--- src/rtl/seq_u_bam_pkg.sv ---
// Shared definitions for the sequential unsigned broken-array multiplier:
// FSM state encoding and the kept-bit predicate.
package seq_u_bam_pkg;

  typedef logic [1:0] state_t;

  localparam state_t StIdle = 2'd0;
  localparam state_t StBusy = 2'd1;
  localparam state_t StDone = 2'd2;

  // Partial-product bit a[i]&b[j] survives unless approximate mode cuts it.
  function automatic logic bam_kept(input int unsigned i, input int unsigned j,
                                    input logic exact, input int unsigned hcut,
                                    input int unsigned vcut);
    return exact || ((j >= hcut) && ((i + j) >= vcut));
  endfunction

endpackage

--- src/rtl/seq_u_bam_mul_if.sv ---
// Operand/result handshake bundle for seq_u_bam_mul.
interface seq_u_bam_mul_if #(
  parameter int unsigned WIDTH = 8
);
  logic               in_valid;
  logic               in_ready;
  logic [WIDTH-1:0]   in_a;
  logic [WIDTH-1:0]   in_b;
  logic               in_exact;
  logic               out_valid;
  logic               out_ready;
  logic [2*WIDTH-1:0] out_p;
  logic               out_exact;

  modport master (
    output in_valid, in_a, in_b, in_exact, out_ready,
    input  in_ready, out_valid, out_p, out_exact
  );

  modport slave (
    input  in_valid, in_a, in_b, in_exact, out_ready,
    output in_ready, out_valid, out_p, out_exact
  );
endinterface

--- src/rtl/bam_row_mask.sv ---
// One partial-product row of the broken-array multiplier: a & b[j], with the
// bits that approximate mode discards forced to zero.
module bam_row_mask
  import seq_u_bam_pkg::*;
#(
  parameter int unsigned WIDTH = 8,
  parameter int unsigned HCUT  = 4,
  parameter int unsigned VCUT  = 8,
  parameter int unsigned RowW  = 4
) (
  input  logic [WIDTH-1:0] a,
  input  logic             b_bit,
  input  logic [RowW-1:0]  j,
  input  logic             exact,
  output logic [WIDTH-1:0] row
);

  always_comb begin
    row = '0;
    for (int unsigned i = 0; i < WIDTH; i++) begin
      row[i] = a[i] & b_bit & bam_kept(i, 32'(j), exact, HCUT, VCUT);
    end
  end

endmodule

--- src/rtl/seq_u_bam_mul.sv ---
// Sequential unsigned multiplier, one partial-product row per cycle, with an
// optional broken-array approximation selected per operation.
module seq_u_bam_mul
  import seq_u_bam_pkg::*;
#(
  parameter int unsigned WIDTH = 8,
  parameter int unsigned HCUT  = 4,
  parameter int unsigned VCUT  = 8
) (
  input logic             clk,
  input logic             rst,
  seq_u_bam_mul_if.slave  bus
);

  localparam int unsigned RowW = $clog2(WIDTH + 1);

  if (WIDTH < 2 || WIDTH > 32) begin : g_bad_width
    $error("seq_u_bam_mul: WIDTH must be in 2..32");
  end
  if (HCUT > WIDTH - 1) begin : g_bad_hcut
    $error("seq_u_bam_mul: HCUT must be in 0..WIDTH-1");
  end
  if (VCUT > 2 * WIDTH - 2) begin : g_bad_vcut
    $error("seq_u_bam_mul: VCUT must be in 0..2*WIDTH-2");
  end

  state_t             state_q, state_d;
  logic [WIDTH-1:0]   a_q, a_d;
  logic [WIDTH-1:0]   b_q, b_d;
  logic               exact_q, exact_d;
  logic [RowW-1:0]    row_q, row_d;
  logic [2*WIDTH-1:0] acc_q, acc_d;

  logic [WIDTH-1:0]   b_shift;
  logic [WIDTH-1:0]   row_bits;
  logic [2*WIDTH-1:0] row_shift;

  assign b_shift   = b_q >> row_q;
  assign row_shift = {{WIDTH{1'b0}}, row_bits} << row_q;

  bam_row_mask #(
    .WIDTH (WIDTH),
    .HCUT  (HCUT),
    .VCUT  (VCUT),
    .RowW  (RowW)
  ) u_row_mask (
    .a     (a_q),
    .b_bit (b_shift[0]),
    .j     (row_q),
    .exact (exact_q),
    .row   (row_bits)
  );

  always_comb begin
    state_d = state_q;
    a_d     = a_q;
    b_d     = b_q;
    exact_d = exact_q;
    row_d   = row_q;
    acc_d   = acc_q;
    unique case (state_q)
      StIdle: begin
        if (bus.in_valid) begin
          a_d     = bus.in_a;
          b_d     = bus.in_b;
          exact_d = bus.in_exact;
          acc_d   = '0;
          // Rows below HCUT contribute nothing in approximate mode, so skip them.
          row_d   = bus.in_exact ? '0 : RowW'(HCUT);
          state_d = StBusy;
        end
      end
      StBusy: begin
        acc_d = acc_q + row_shift;
        row_d = row_q + 1'b1;
        if (row_q == RowW'(WIDTH - 1)) state_d = StDone;
      end
      StDone: begin
        if (bus.out_ready) state_d = StIdle;
      end
      default: state_d = StIdle;
    endcase
  end

  always_ff @(posedge clk) begin
    if (rst) begin
      state_q <= StIdle;
      a_q     <= '0;
      b_q     <= '0;
      exact_q <= 1'b0;
      row_q   <= '0;
      acc_q   <= '0;
    end else begin
      state_q <= state_d;
      a_q     <= a_d;
      b_q     <= b_d;
      exact_q <= exact_d;
      row_q   <= row_d;
      acc_q   <= acc_d;
    end
  end

  assign bus.in_ready  = (state_q == StIdle);
  assign bus.out_valid = (state_q == StDone);
  assign bus.out_p     = bus.out_valid ? acc_q : '0;
  assign bus.out_exact = bus.out_valid & exact_q;

endmodule

--- src/flat_wrapper.sv ---
// flat-port wrapper written by rule: the top's interface ports become plain ports
module seq_u_bam_mul_flat import seq_u_bam_pkg::*;
#(
  parameter int unsigned WIDTH = 8,
  parameter int unsigned HCUT  = 4,
  parameter int unsigned VCUT  = 8
)
  (clk, rst, bus_in_valid, bus_in_a, bus_in_b, bus_in_exact, bus_out_ready, bus_in_ready, bus_out_valid, bus_out_p, bus_out_exact);
  seq_u_bam_mul_if #(.WIDTH(WIDTH)) bus_i ();
  input logic clk;
  input logic rst;
  input wire logic [$bits(bus_i.in_valid)-1:0] bus_in_valid;
  input wire logic [$bits(bus_i.in_a)-1:0] bus_in_a;
  input wire logic [$bits(bus_i.in_b)-1:0] bus_in_b;
  input wire logic [$bits(bus_i.in_exact)-1:0] bus_in_exact;
  input wire logic [$bits(bus_i.out_ready)-1:0] bus_out_ready;
  output wire logic [$bits(bus_i.in_ready)-1:0] bus_in_ready;
  output wire logic [$bits(bus_i.out_valid)-1:0] bus_out_valid;
  output wire logic [$bits(bus_i.out_p)-1:0] bus_out_p;
  output wire logic [$bits(bus_i.out_exact)-1:0] bus_out_exact;
  assign bus_i.in_valid = bus_in_valid;
  assign bus_i.in_a = bus_in_a;
  assign bus_i.in_b = bus_in_b;
  assign bus_i.in_exact = bus_in_exact;
  assign bus_i.out_ready = bus_out_ready;
  assign bus_in_ready = bus_i.in_ready;
  assign bus_out_valid = bus_i.out_valid;
  assign bus_out_p = bus_i.out_p;
  assign bus_out_exact = bus_i.out_exact;
  seq_u_bam_mul #(.WIDTH(WIDTH), .HCUT(HCUT), .VCUT(VCUT)) u_core (.clk(clk), .rst(rst), .bus(bus_i));
endmodule
--- config.mk ---
export PLATFORM = sky130hd
export DESIGN_NAME = seq_u_bam_mul_flat
export DESIGN_NICKNAME = d
export VERILOG_FILES = /design/src/rtl/seq_u_bam_pkg.sv /design/src/rtl/seq_u_bam_mul_if.sv /design/src/rtl/bam_row_mask.sv /design/src/rtl/seq_u_bam_mul.sv /design/src/flat_wrapper.sv
export SDC_FILE = /design/constraint.sdc
export NUM_CORES = 1
export LEC_CHECK = 0
export BUFFER_PORTS_ARGS = -buffer_cell sky130_fd_sc_hd__buf_2
export CAP_MARGIN = 20
export CORE_MARGIN = 2
export CORE_UTILIZATION = 35
export CTS_CLUSTER_SIZE = 40
export DETAILED_ROUTE_END_ITERATION = 7
export PLACE_DENSITY = 0.6
export REMOVE_ABC_BUFFERS = 1
export SLEW_MARGIN = 15
export SYNTH_ARGS = -nofsm -noshare
export SYNTH_HDL_FRONTEND = slang
export SYNTH_SLANG_ARGS = --single-unit
--- constraint.sdc ---
create_clock -name clk -period 6.45 [get_ports clk]
set_input_delay 0.3225 -clock clk [delete_from_list [all_inputs] [get_ports clk]]
set_output_delay 0.3225 -clock clk [all_outputs]
set_load 0.02 [all_outputs]
==> results of run 1 <==
area by class of cell:
cell class / count / area [sq um]
tap: 105 / 131
clock buffer: 5 / 68.8
inverter: 18 / 67.6
multi-input combinational: 322 / 1950
sequential: 39 / 781
fill: 879 / 4900
clock inverter: 2 / 37.5
timing repair buffer: 40 / 203
power breakdown:
group	internal, W	total [W]	switching, W	leakage [nW]
registers	0.000249	0.000262	0.0000134	0.317
logic	0.0000227	0.0000639	0.0000412	0.923
clock network	0.000113	0.000204	0.0000907	0.0502
synth_stat cells (4+ instances only):
| cell type | count | area (sq um) |
|---|---|---|
| nand2_1 | 72 | 270 |
| dfxtp_1 | 39 | 781 |
| a21oi_1 | 36 | 180 |
| o21ai_0 | 32 | 160 |
| nor2_1 | 31 | 116 |
| and2_1 | 19 | 119 |
| clkbuf_1 | 17 | 63.8 |
| ha_1 | 17 | 213 |
| nand3_1 | 17 | 85.1 |
| inv_1 | 16 | 60.1 |
| mux2i_1 | 8 | 80.1 |
| nand2b_1 | 7 | 43.8 |
| a21o_1 | 6 | 45.0 |
| nor3_1 | 6 | 30.0 |
| xnor2_1 | 6 | 52.6 |
| a31oi_1 | 4 | 25.0 |
| o22ai_1 | 4 | 25.0 |
| o31ai_1 | 4 | 30.0 |
| xor2_1 | 4 | 35.0 |
sequential cells by signal (all words and copies together), names as in the netlist:
signal,cells
u_core.b_q,8
u_core.row_q,4
u_core.exact_q,1
u_core.state_q,2
u_core.a_q,8
u_core.acc_q,16
through the flow:
stage / total power [W] / area [sq um] / cells / hold slack, ns
final: 0.000530 / 3240 / 531 / 0.258
after global routing: 0.000557 / 3240 / 531 / 0.253
after detailed placement: 0.000332 / 3120 / 523 / 0.450
after CTS: 0.000539 / 3230 / 530 / 0.251
after floorplan: 0.000306 / 2800 / 379 / 0.392
after global placement: 0.000331 / 3120 / 523 / 0.447
cell families (layout without fill, tap and decap cells):
kind of cell | count (synthesis) | count (layout) | synth area share
simple gates | 169 | 169 | 0.273
compound gates | 115 | 115 | 0.251
buf+inv | 43 | 65 | 0.0631
flops | 39 | 39 | 0.268
fa+ha+maj | 18 | 18 | 0.0799
xor+xnor | 10 | 10 | 0.0301
mux | 10 | 10 | 0.0352
routing by layer:
| metal | wire length [microns] | track usage | vias to the layer above |
|---|---|---|---|
| met4 | 33 | 0.0350 | 0 |
| met3 | 299 | 0.0285 | 4 |
| met5 | 0 | 0 | - |
| met1 | 3610 | 0.228 | 1301 |
| li1 | - | - | 1464 |
| met2 | 3370 | 0.281 | 63 |
critical path: stages, from the launching register on:
cell and delay, ns:
dfxtp_1 0.97, mux2i_1 0.24, o22ai_2 0.30, o21a_1 0.40
nand2_4 0.10, nor4_1 0.25, ha_1 0.23, inv_1 0.06
fa_1 0.37, nand2b_1 0.22, a211oi_2 0.30, nor3_1 0.12
o41ai_2 0.35, xnor2_1 0.15, o21ai_1 0.07
final timing paths:
check / start / end / cells after the start
setup / recovery: u_core.row_q[1] / u_core.acc_q[12] / 14
hold / removal: bus_in_a[1] / u_core.a_q[1] / 3
setup reg to reg: u_core.row_q[1] / u_core.acc_q[12] / 14
hold reg to reg: u_core.b_q[7] / u_core.b_q[7] / 2
layout by cell type, fill, tap and decap left out, drive strengths merged, types with 3 or more instances in the layout:
master,Yosys,layout
nand2,73,73
o31ai,4,4
nand4,3,3
xnor2,6,6
dfxtp,39,39
and2,19,19
nand2b,7,7
nor3,6,6
mux2i,8,8
a21o,6,6
nand3,17,17
ha,17,17
o21ai,35,35
a21oi,36,36
xor2,4,4
clkbuf,18,5
o22ai,6,6
nor4,4,4
buf,7,40
nor2,31,31
inv,17,17
a211oi,3,3
a31oi,4,4
==> results.py, run 1 <==
metrics = {
    "die": {
        "start_util": 0.358,
        "pin_count": 40,
        "core_area_sq_mm": 0.00813,
        "die_h_microns": 95.2,
        "dieArea_sq_mm": 0.00907,
        "rows": 33,
        "dieWidth_microns": 95.2,
    },
    "sta": {
        "relSlewSlack": 0.352,
        "slew_viol_final": 0,
        "fmax_ghz": 0.235,
        "worst_slew_pin_slew_ns": 0.970,
        "min_period_over_period": 0.659,
        "fin_tns_setup_ns": 0,
        "rsz0062_at_grt": "no",
        "finalCriticalPeriod_ns": 4.25,
        "layout_setup_ws_ns": 2.20,
        "hold_viol_final": 0,
        "worst_clock_skew_ns": 0.0112,
        "setup_viol": 0,
    },
    "flow_run": {
        "max-cap-violations": 0,
    },
    "logic_synthesis": {
        "ys_warn_count": 0,
        "synth_edf_count": 0,
        "async_flop_share": 0,
        "synthFlopType": "dfxtp_1",
        "synth_area_sq_mm": 0.00291,
        "ys_ff_latch": 39,
        "netlist_instances": 404,
        "synth_cell_types": 60,
        "ys_seq_area_frac": 0.268,
        "syn_area_per_cell_sq_um": 7.21,
    },
    "clocking": {
        "post_cts_resized": 0,
        "root_buffer": "clkbuf_8",
        "cts_setup_buffers": 0,
        "cts_max_path_buffers": 2,
        "cts_made_buffers": 5,
        "cts_hold_buf": 0,
        "cts_tree": "yes",
        "clkSlewWorstSetupHoldPaths_ns": 0.09,
        "htreeDepth": 2,
        "clk_latency_ns": 0.29,
        "clock_sinks": 39,
    },
    "power_and_ir_drop": {
        "p_per_area_mw_per_mm2": 164,
        "peakVddDrop_mv": 0.0963,
        "leakagePower_nw": 1.29,
    },
    "cells_and_area": {
        "layout-drive-gt1-share": 0.138,
        "num_antenna_cells": 0,
        "fin_util": 0.398,
        "syn_to_final_growth_pct": 11.1,
        "nNetsFinal": 465,
    },
    "global_route": {
        "grt_usage": 0.168,
        "grt_max_degree": 33,
        "grt_pass1_vias": 2618,
        "antenna_found_initial": 0,
        "grt_remaining_overflow": 0,
        "grt_pass1_wl_mm": 12.3,
    },
    "worst_setup_path": {
        "worst_setup_path_start_kind": "register",
        "crit_path_end_kind": "register",
        "criticalPathCategory": "reg -> reg",
        "critPathRequiredTime_ns": 6.62,
        "path_max_fanout": 29,
        "critPathArrivalTime_ns": 4.42,
        "rrSetupSlack_ns": 2.20,
    },
    "routing": {
        "drt_first_pass_iters": 4,
        "vias": 2832,
        "vias_per_cell": 5.33,
        "antenna_left": 0,
        "wire_per_inst_microns": 13.8,
        "drtIter0Drc": 125,
        "routed_wl_mm": 7.31,
        "drcViolationCount": 0,
    },
    "placed_design": {
        "port_buffers": 39,
        "gp_congestion": 0.947,
        "post-place-ws_ns": 2.27,
        "dp_hpwl_mm": 5.44,
    },
    "worst_hold_path": {
        "worstHoldPathType": "in -> reg",
    },
    "outcome": {
        "status": "finished, final reports clean",
    },
}
(Power assumes the default switching activity.)
==> run 2, diff against run 1 <==
- ABC_AREA: not set -> 1
- PLACE_DENSITY: 0.6 -> 0.62
- clock period: 6.45 -> 3.8 ns (I/O delays scaled with it)
==> run 2 against run 1 <==
Sequential share of layout area decreased by 0.55 points. Setup slack got worse by 1.7 ns. Core utilization is 0.51 points higher. Largest cell class unchanged. Via count rose by 7.8%. Flip-flop and latch count unchanged. Highest routed layer unchanged. Area after synthesis grew 2.0%. Worst hold slack got worse by 0.12 ns.
==> results.py, run 2 <==
metrics = {
    "outcome": {
        "status": "finished, final reports clean",
    },
    "logic_synthesis": {
        "ys_warn_count": 0,
        "synth_cell_types": 39,
        "syn_area_per_cell_sq_um": 6.17,
        "ys_seq_area_frac": 0.263,
        "synth_area_sq_mm": 0.00297,
        "synth.top_cell.area_share": 0.263,
        "synthFlopType": "dfxtp_1",
        "synth_top_area_cell": "dfxtp_1",
        "netlist_top_cells_area": "dfxtp_1 26%, nand2_1 13%, nand3_1 9.8%",
        "synthTopCellsByCount": "104 x nand2_1, 65 x nor2_1, 58 x nand3_1, 53 x a21oi_1, 53 x inv_1",
        "async_flop_share": 0,
        "ys_ff_latch": 39,
        "netlist_instances": 482,
        "synth_edf_count": 0,
        "yosysMostFrequentCell": "nand2_1",
    },
    "worst_setup_path": {
        "critPathArrivalTime_ns": 3.49,
        "cp-endpoint": "u_core.acc_q[12]",
        "reg2reg_depth": 20,
        "critPathRequiredTime_ns": 4.03,
        "worst_setup_path_start_kind": "register",
        "criticalPathCategory": "reg -> reg",
        "rrSetupSlack_ns": 0.54,
        "path_max_fanout": 17,
        "crit_path_end_kind": "register",
        "reg2reg_from": "u_core.row_q[2]",
        "reg2reg_to": "u_core.acc_q[12]",
        "critPathLaunch": "u_core.row_q[2]",
    },
    "sta": {
        "setup_viol": 0,
        "layout_setup_ws_ns": 0.539,
        "rsz0062_at_grt": "no",
        "worst_slew_pin_slew_ns": 0.745,
        "min_period_over_period": 0.858,
        "relSlewSlack": 0.502,
        "fin_tns_setup_ns": 0,
        "timing.hold.ws_ns": 0.138,
        "finalCriticalPeriod_ns": 3.26,
        "hold_viol_final": 0,
        "worst_clock_skew_ns": 0.00612,
        "fmax_ghz": 0.307,
        "slew_viol_final": 0,
    },
    "power_and_ir_drop": {
        "peakVddDrop_mv": 0.176,
        "power_switching_share": 0.318,
        "combPwrFrac": 0.191,
        "p_int_w": 0.000634,
        "seqPwrFrac": 0.477,
        "clockPowerShare": 0.333,
        "p_per_area_mw_per_mm2": 281,
        "p_switching_w": 0.000296,
        "leakagePower_nw": 1.55,
    },
    "routing": {
        "drtIter0Drc": 66,
        "vias_per_cell": 4.93,
        "routed_wl_mm": 7.58,
        "drt_first_pass_iters": 4,
        "vias": 3054,
        "drcViolationCount": 0,
        "antenna_left": 0,
        "wire_per_inst_microns": 12.3,
    },
    "cells_and_area": {
        "layout_commonest_cell": "nand2_1",
        "num_antenna_cells": 0,
        "syn_to_final_growth_pct": 11.4,
        "num-fill-cells": 948,
        "layout-drive-gt1-share": 0.142,
        "top_register": "u_core.acc_q",
        "largest_reg_flops": 16,
        "top_regs": "u_core.acc_q: 16 flops, u_core.a_q: 8 flops, u_core.b_q: 8 flops",
        "fin_util": 0.403,
        "multi_input_area_sq_mm": 0.00184,
        "nNetsFinal": 552,
        "register_area_sq_um": 781,
        "final_cells": 619,
        "final_cell_mix": "104 x nand2_1, 65 x nor2_1, 58 x nand3_1",
    },
    "clocking": {
        "htreeDepth": 2,
        "clkSlewWorstSetupHoldPaths_ns": 0.08,
        "post_cts_resized": 0,
        "clk_latency_ns": 0.30,
        "root_buffer": "clkbuf_8",
        "cts_max_path_buffers": 2,
        "cts_tree": "yes",
        "cts_hold_buf": 0,
        "clock_sinks": 39,
        "cts_made_buffers": 5,
        "cts_setup_buffers": 0,
    },
    "die": {
        "start_util": 0.362,
        "dieWidth_microns": 96.2,
        "core_area_sq_mm": 0.00822,
        "pin_count": 40,
        "dieArea_sq_mm": 0.00925,
        "die_h_microns": 96.2,
        "rows": 33,
    },
    "worst_hold_path": {
        "worstHoldPathType": "in -> reg",
    },
    "global_route": {
        "grt_pass1_vias": 2832,
        "antenna_found_initial": 0,
        "grt_usage": 0.175,
        "grt_max_degree": 34,
        "grt_pass1_wl_mm": 12.8,
        "grt_remaining_overflow": 0,
    },
    "flow_run": {
        "max-cap-violations": 0,
    },
    "placed_design": {
        "placed_cells": 611,
        "port_buffers": 39,
        "gp_congestion": 0.911,
        "post-place-ws_ns": 0.563,
        "dp_hpwl_mm": 5.89,
    },
}
[run 2: cell types whose count changed after synthesis, sizes merged, moves of 7 or more]
cell    before  now
nand3       17   59
inv         17   58
nand2b       7    0
nand2       73  108
a21oi       36   53
and2        19    0
nor2        31   68
clkbuf      18    9
mux2i        8    0
[run 2: logic make-up after synthesis]
kind of cell	share of synthesized area
compound gates	0.176
fa+ha+maj	0.0783
buf+inv	0.119
flops	0.263
simple gates	0.364
[run 2: worst min path at each step]
stage / start / end / slack, ns / cells past startpoint
2_1_floorplan: rst / u_core.acc_q[0] / 0.26 / 1
3_3_place_gp: bus_in_a[5] / u_core.a_q[5] / 0.44 / 3
3_5_place_dp: u_core.b_q[5] / u_core.b_q[5] / 0.45 / 2
4_1_cts: bus_in_a[0] / u_core.a_q[0] / 0.13 / 3
5_1_grt: bus_in_a[0] / u_core.a_q[0] / 0.16 / 3
6_report: bus_in_a[0] / u_core.a_q[0] / 0.14 / 3
[run 2: power by group through the flow]
stage	Clock (W)	Sequential, W	Combinational, W
floorplan	0	0.000455	0.000116
global placement	0	0.000452	0.000176
detailed placement	0	0.000453	0.000177
CTS	0.000324	0.000444	0.000178
global route	0.000340	0.000446	0.000204
finish	0.000309	0.000444	0.000177
[run 2: area by class of cell]
class,instances,share of cell area
sequential,39,0.236
clock buffer,6,0.0249
inverter,59,0.0676
clock inverter,2,0.00491
multi-input combinational,363,0.555
timing repair buffer,45,0.0725
tap,105,0.0397
[run 2: metrics by stage]
step | cell area, sq um | total power, W
2_1_floorplan | 2840 | 0.000571
5_1_grt | 3310 | 0.000990
3_5_place_dp | 3210 | 0.000631
3_3_place_gp | 3210 | 0.000628
4_1_cts | 3310 | 0.000946
6_report | 3310 | 0.000930
[run 2: worst max-delay path, stage by stage, from the launching register on]
cell and delay (ns):
dfxtp_1 0.56, inv_2 0.21, nor2_2 0.11, nand3_1 0.07, nand2_1 0.06, nand2_1 0.09, nand2_4 0.17, nand3_2 0.12
nor3_1 0.18, ha_1 0.26, inv_1 0.07, fa_1 0.36, inv_1 0.15, nand3_1 0.09, nand2_1 0.15, nand3_1 0.08
nand3_1 0.13, nor2_1 0.05, nor2_1 0.09, nand2_1 0.07, a21oi_1 0.11
[run 2: layer usage]
layer / share of wire / up-vias / GRT usage
met1: 0.47 / 1351 / 0.217
met4: 0.017 / 0 / 0.0643
met3: 0.037 / 11 / 0.0298
li1: - / 1633 / -
met2: 0.47 / 59 / 0.302
met5: 0 / - / 0
==> run 3, diff against run 2 <==
- CORE_UTILIZATION: 35 -> 58
- PLACE_DENSITY: 0.62 -> 0.87
- clock period: 3.8 -> 4.02 ns (I/O delays scaled with it)
==> run 3 against run 2 <==
Cell area shrank 2.1%. Die area shrank 38%. Global-route usage grew 11 points. Worst hold slack gained 0.021 ns. Sequential share of layout area grew 0.50 points. Wire length shrank 1.8%. Critical endpoint unchanged. Critical path type unchanged. Critical path depth is the same.
==> results.py, run 3 (synthesis gave the netlist of run 2 again) <==
metrics = {
    "outcome": {
        "status": "finished, final reports clean",
    },
    "worst_setup_path": {
        "cpMaxStageDelayCell": "dfxtp_1",
        "slowest_delay_ns": 0.74,
        "path_max_fanout": 17,
        "reg2reg_depth": 20,
        "crit_path_end_kind": "register",
        "critPathArrivalTime_ns": 3.70,
        "critPathLaunch": "u_core.row_q[2]",
        "reg2reg_to": "u_core.acc_q[12]",
        "cp_num_buf_inv": 3,
        "reg2reg_from": "u_core.row_q[2]",
        "rrSetupSlack_ns": 0.54,
        "path_cells": "inv_2, nor2_2, nand3_1, nand2_1, nand2_1, nand2_4, nand3_2, nor3_1, ha_1, inv_1, fa_1, inv_1, nand3_1, nand2_1, nand3_1, nand3_1, nor2_1, nor2_1, nand2_1, a21oi_1",
        "worst_setup_path_start_kind": "register",
        "critPathRequiredTime_ns": 4.24,
        "criticalPathCategory": "reg -> reg",
        "critPathTopFamily": "simple AND/OR/NAND/NOR gates",
    },
    "die": {
        "die_h_microns": 75.6,
        "rows": 26,
        "pin_count": 40,
        "dieWidth_microns": 75.6,
        "dieArea_sq_mm": 0.00571,
        "core_area_sq_mm": 0.00501,
        "start_util": 0.593,
    },
    "power_and_ir_drop": {
        "power_switching_share": 0.315,
        "power_w": 0.000848,
        "p_per_area_mw_per_mm2": 261,
        "p_switching_w": 0.000267,
        "p_int_w": 0.000581,
        "peakVddDrop_mv": 0.197,
        "clockPowerShare": 0.307,
        "leakagePower_nw": 1.55,
        "combPwrFrac": 0.196,
        "seqPwrFrac": 0.496,
    },
    "cells_and_area": {
        "layout-drive-gt1-share": 0.136,
        "layout_commonest_cell": "nand2_1",
        "fin_util": 0.648,
        "syn_to_final_growth_pct": 9.13,
        "largest_reg_flops": 16,
        "nNetsFinal": 551,
        "final_cell_mix": "104 x nand2_1, 65 x nor2_1, 58 x nand3_1",
        "top_regs": "u_core.acc_q: 16 flops, u_core.a_q: 8 flops, u_core.b_q: 8 flops",
        "num-fill-cells": 515,
        "num_antenna_cells": 0,
        "top_register": "u_core.acc_q",
    },
    "clocking": {
        "clk_latency_ns": 0.29,
        "clock_sinks": 39,
        "cts_setup_buffers": 0,
        "cts_made_buffers": 5,
        "htreeDepth": 2,
        "cts_hold_buf": 0,
        "cts_max_path_buffers": 2,
        "post_cts_resized": 0,
        "cts_tree": "yes",
        "clkSlewWorstSetupHoldPaths_ns": 0.08,
        "root_buffer": "clkbuf_8",
    },
    "placed_design": {
        "dp_hpwl_mm": 5.74,
        "gp_congestion": 0.958,
        "post-place-ws_ns": 0.604,
        "port_buffers": 39,
    },
    "routing": {
        "drt_first_pass_iters": 5,
        "routed_wl_mm": 7.44,
        "wire_per_inst_microns": 12.8,
        "vias_per_cell": 5.42,
        "drcViolationCount": 0,
        "drtIter0Drc": 143,
        "vias": 3161,
        "antenna_left": 0,
    },
    "worst_hold_path": {
        "holdPathEnd": "u_core.a_q[1]",
        "holdPathStages": 3,
        "worstHoldPathType": "in -> reg",
        "min_from": "bus_in_a[1]",
    },
    "global_route": {
        "grt_remaining_overflow": 0,
        "grt_usage": 0.280,
        "grt_max_degree": 34,
        "grt_pass1_wl_mm": 12.5,
        "grt_pass1_vias": 2764,
        "antenna_found_initial": 0,
    },
    "flow_run": {
        "max-cap-violations": 0,
    },
    "sta": {
        "fmax_ghz": 0.287,
        "finalCriticalPeriod_ns": 3.48,
        "relSlewSlack": 0.436,
        "worst_slew_pin_slew_ns": 0.843,
        "timing.hold.ws_ns": 0.159,
        "worst_clock_skew_ns": 0.00930,
        "hold_viol_final": 0,
        "min_period_over_period": 0.866,
        "layout_setup_ws_ns": 0.539,
        "slew_viol_final": 0,
        "setup_viol": 0,
        "rsz0062_at_grt": "no",
        "fin_tns_setup_ns": 0,
    },
}
run 3: area by class of cell:
| type | count | area, sq um | area share |
|---|---|---|---|
| multi-input cells | 363 | 1840 | 0.567 |
| flip-flops and latches | 39 | 781 | 0.241 |
| repair buffers | 44 | 233 | 0.0717 |
| inverters | 59 | 224 | 0.0690 |
| well taps | 70 | 87.6 | 0.0270 |
| clock buffers | 7 | 76.3 | 0.0235 |
| clock inverters | 1 | 5.00 | 0.00154 |
run 3: power by group through the flow:
| stage | Sequential [W] | Combinational (W) | Clock [W] |
|---|---|---|---|
| CTS | 0.000421 | 0.000165 | 0.000268 |
| floorplan | 0.000430 | 0.000110 | 0 |
| finish | 0.000421 | 0.000166 | 0.000260 |
| global route | 0.000423 | 0.000189 | 0.000282 |
| detailed placement | 0.000430 | 0.000164 | 0 |
| global placement | 0.000429 | 0.000161 | 0 |
run 3: worst max path at each step:
stage	cells past startpoint	to
2_1_floorplan	20	u_core.acc_q[12]
3_3_place_gp	20	u_core.acc_q[12]
3_5_place_dp	20	u_core.acc_q[12]
4_1_cts	20	u_core.acc_q[12]
5_1_grt	20	u_core.acc_q[12]
6_report	20	u_core.acc_q[12]
run 3: worst register-to-register path, cell delays in order (launching register included):
cell and delay [ns]:
dfxtp_1 0.74, inv_2 0.25, nor2_2 0.15, nand3_1 0.07
nand2_1 0.08, nand2_1 0.09, nand2_4 0.17, nand3_2 0.13
nor3_1 0.19, ha_1 0.22, inv_1 0.06, fa_1 0.35
inv_1 0.15, nand3_1 0.09, nand2_1 0.15, nand3_1 0.10
nand3_1 0.11, nor2_1 0.04, nor2_1 0.09, nand2_1 0.06
a21oi_1 0.13
run 3: per-layer routing:
| layer | GRT usage | part of all wire | vias to the layer above | routed length (microns) |
|---|---|---|---|---|
| met3 | 0.0450 | 0.064 | 15 | 474 |
| met1 | 0.361 | 0.45 | 1401 | 3360 |
| met5 | 0 | 0 | - | 0 |
| met2 | 0.478 | 0.46 | 106 | 3460 |
| met4 | 0.0916 | 0.020 | 0 | 150 |
| li1 | - | - | 1639 | - |
run 3: stage by stage:
stage | std cells | area (sq um)
after floorplan | 461 | 2840
after global placement | 575 | 3160
after detailed placement | 575 | 3160
after CTS | 583 | 3240
after global routing | 583 | 3240
final | 583 | 3240
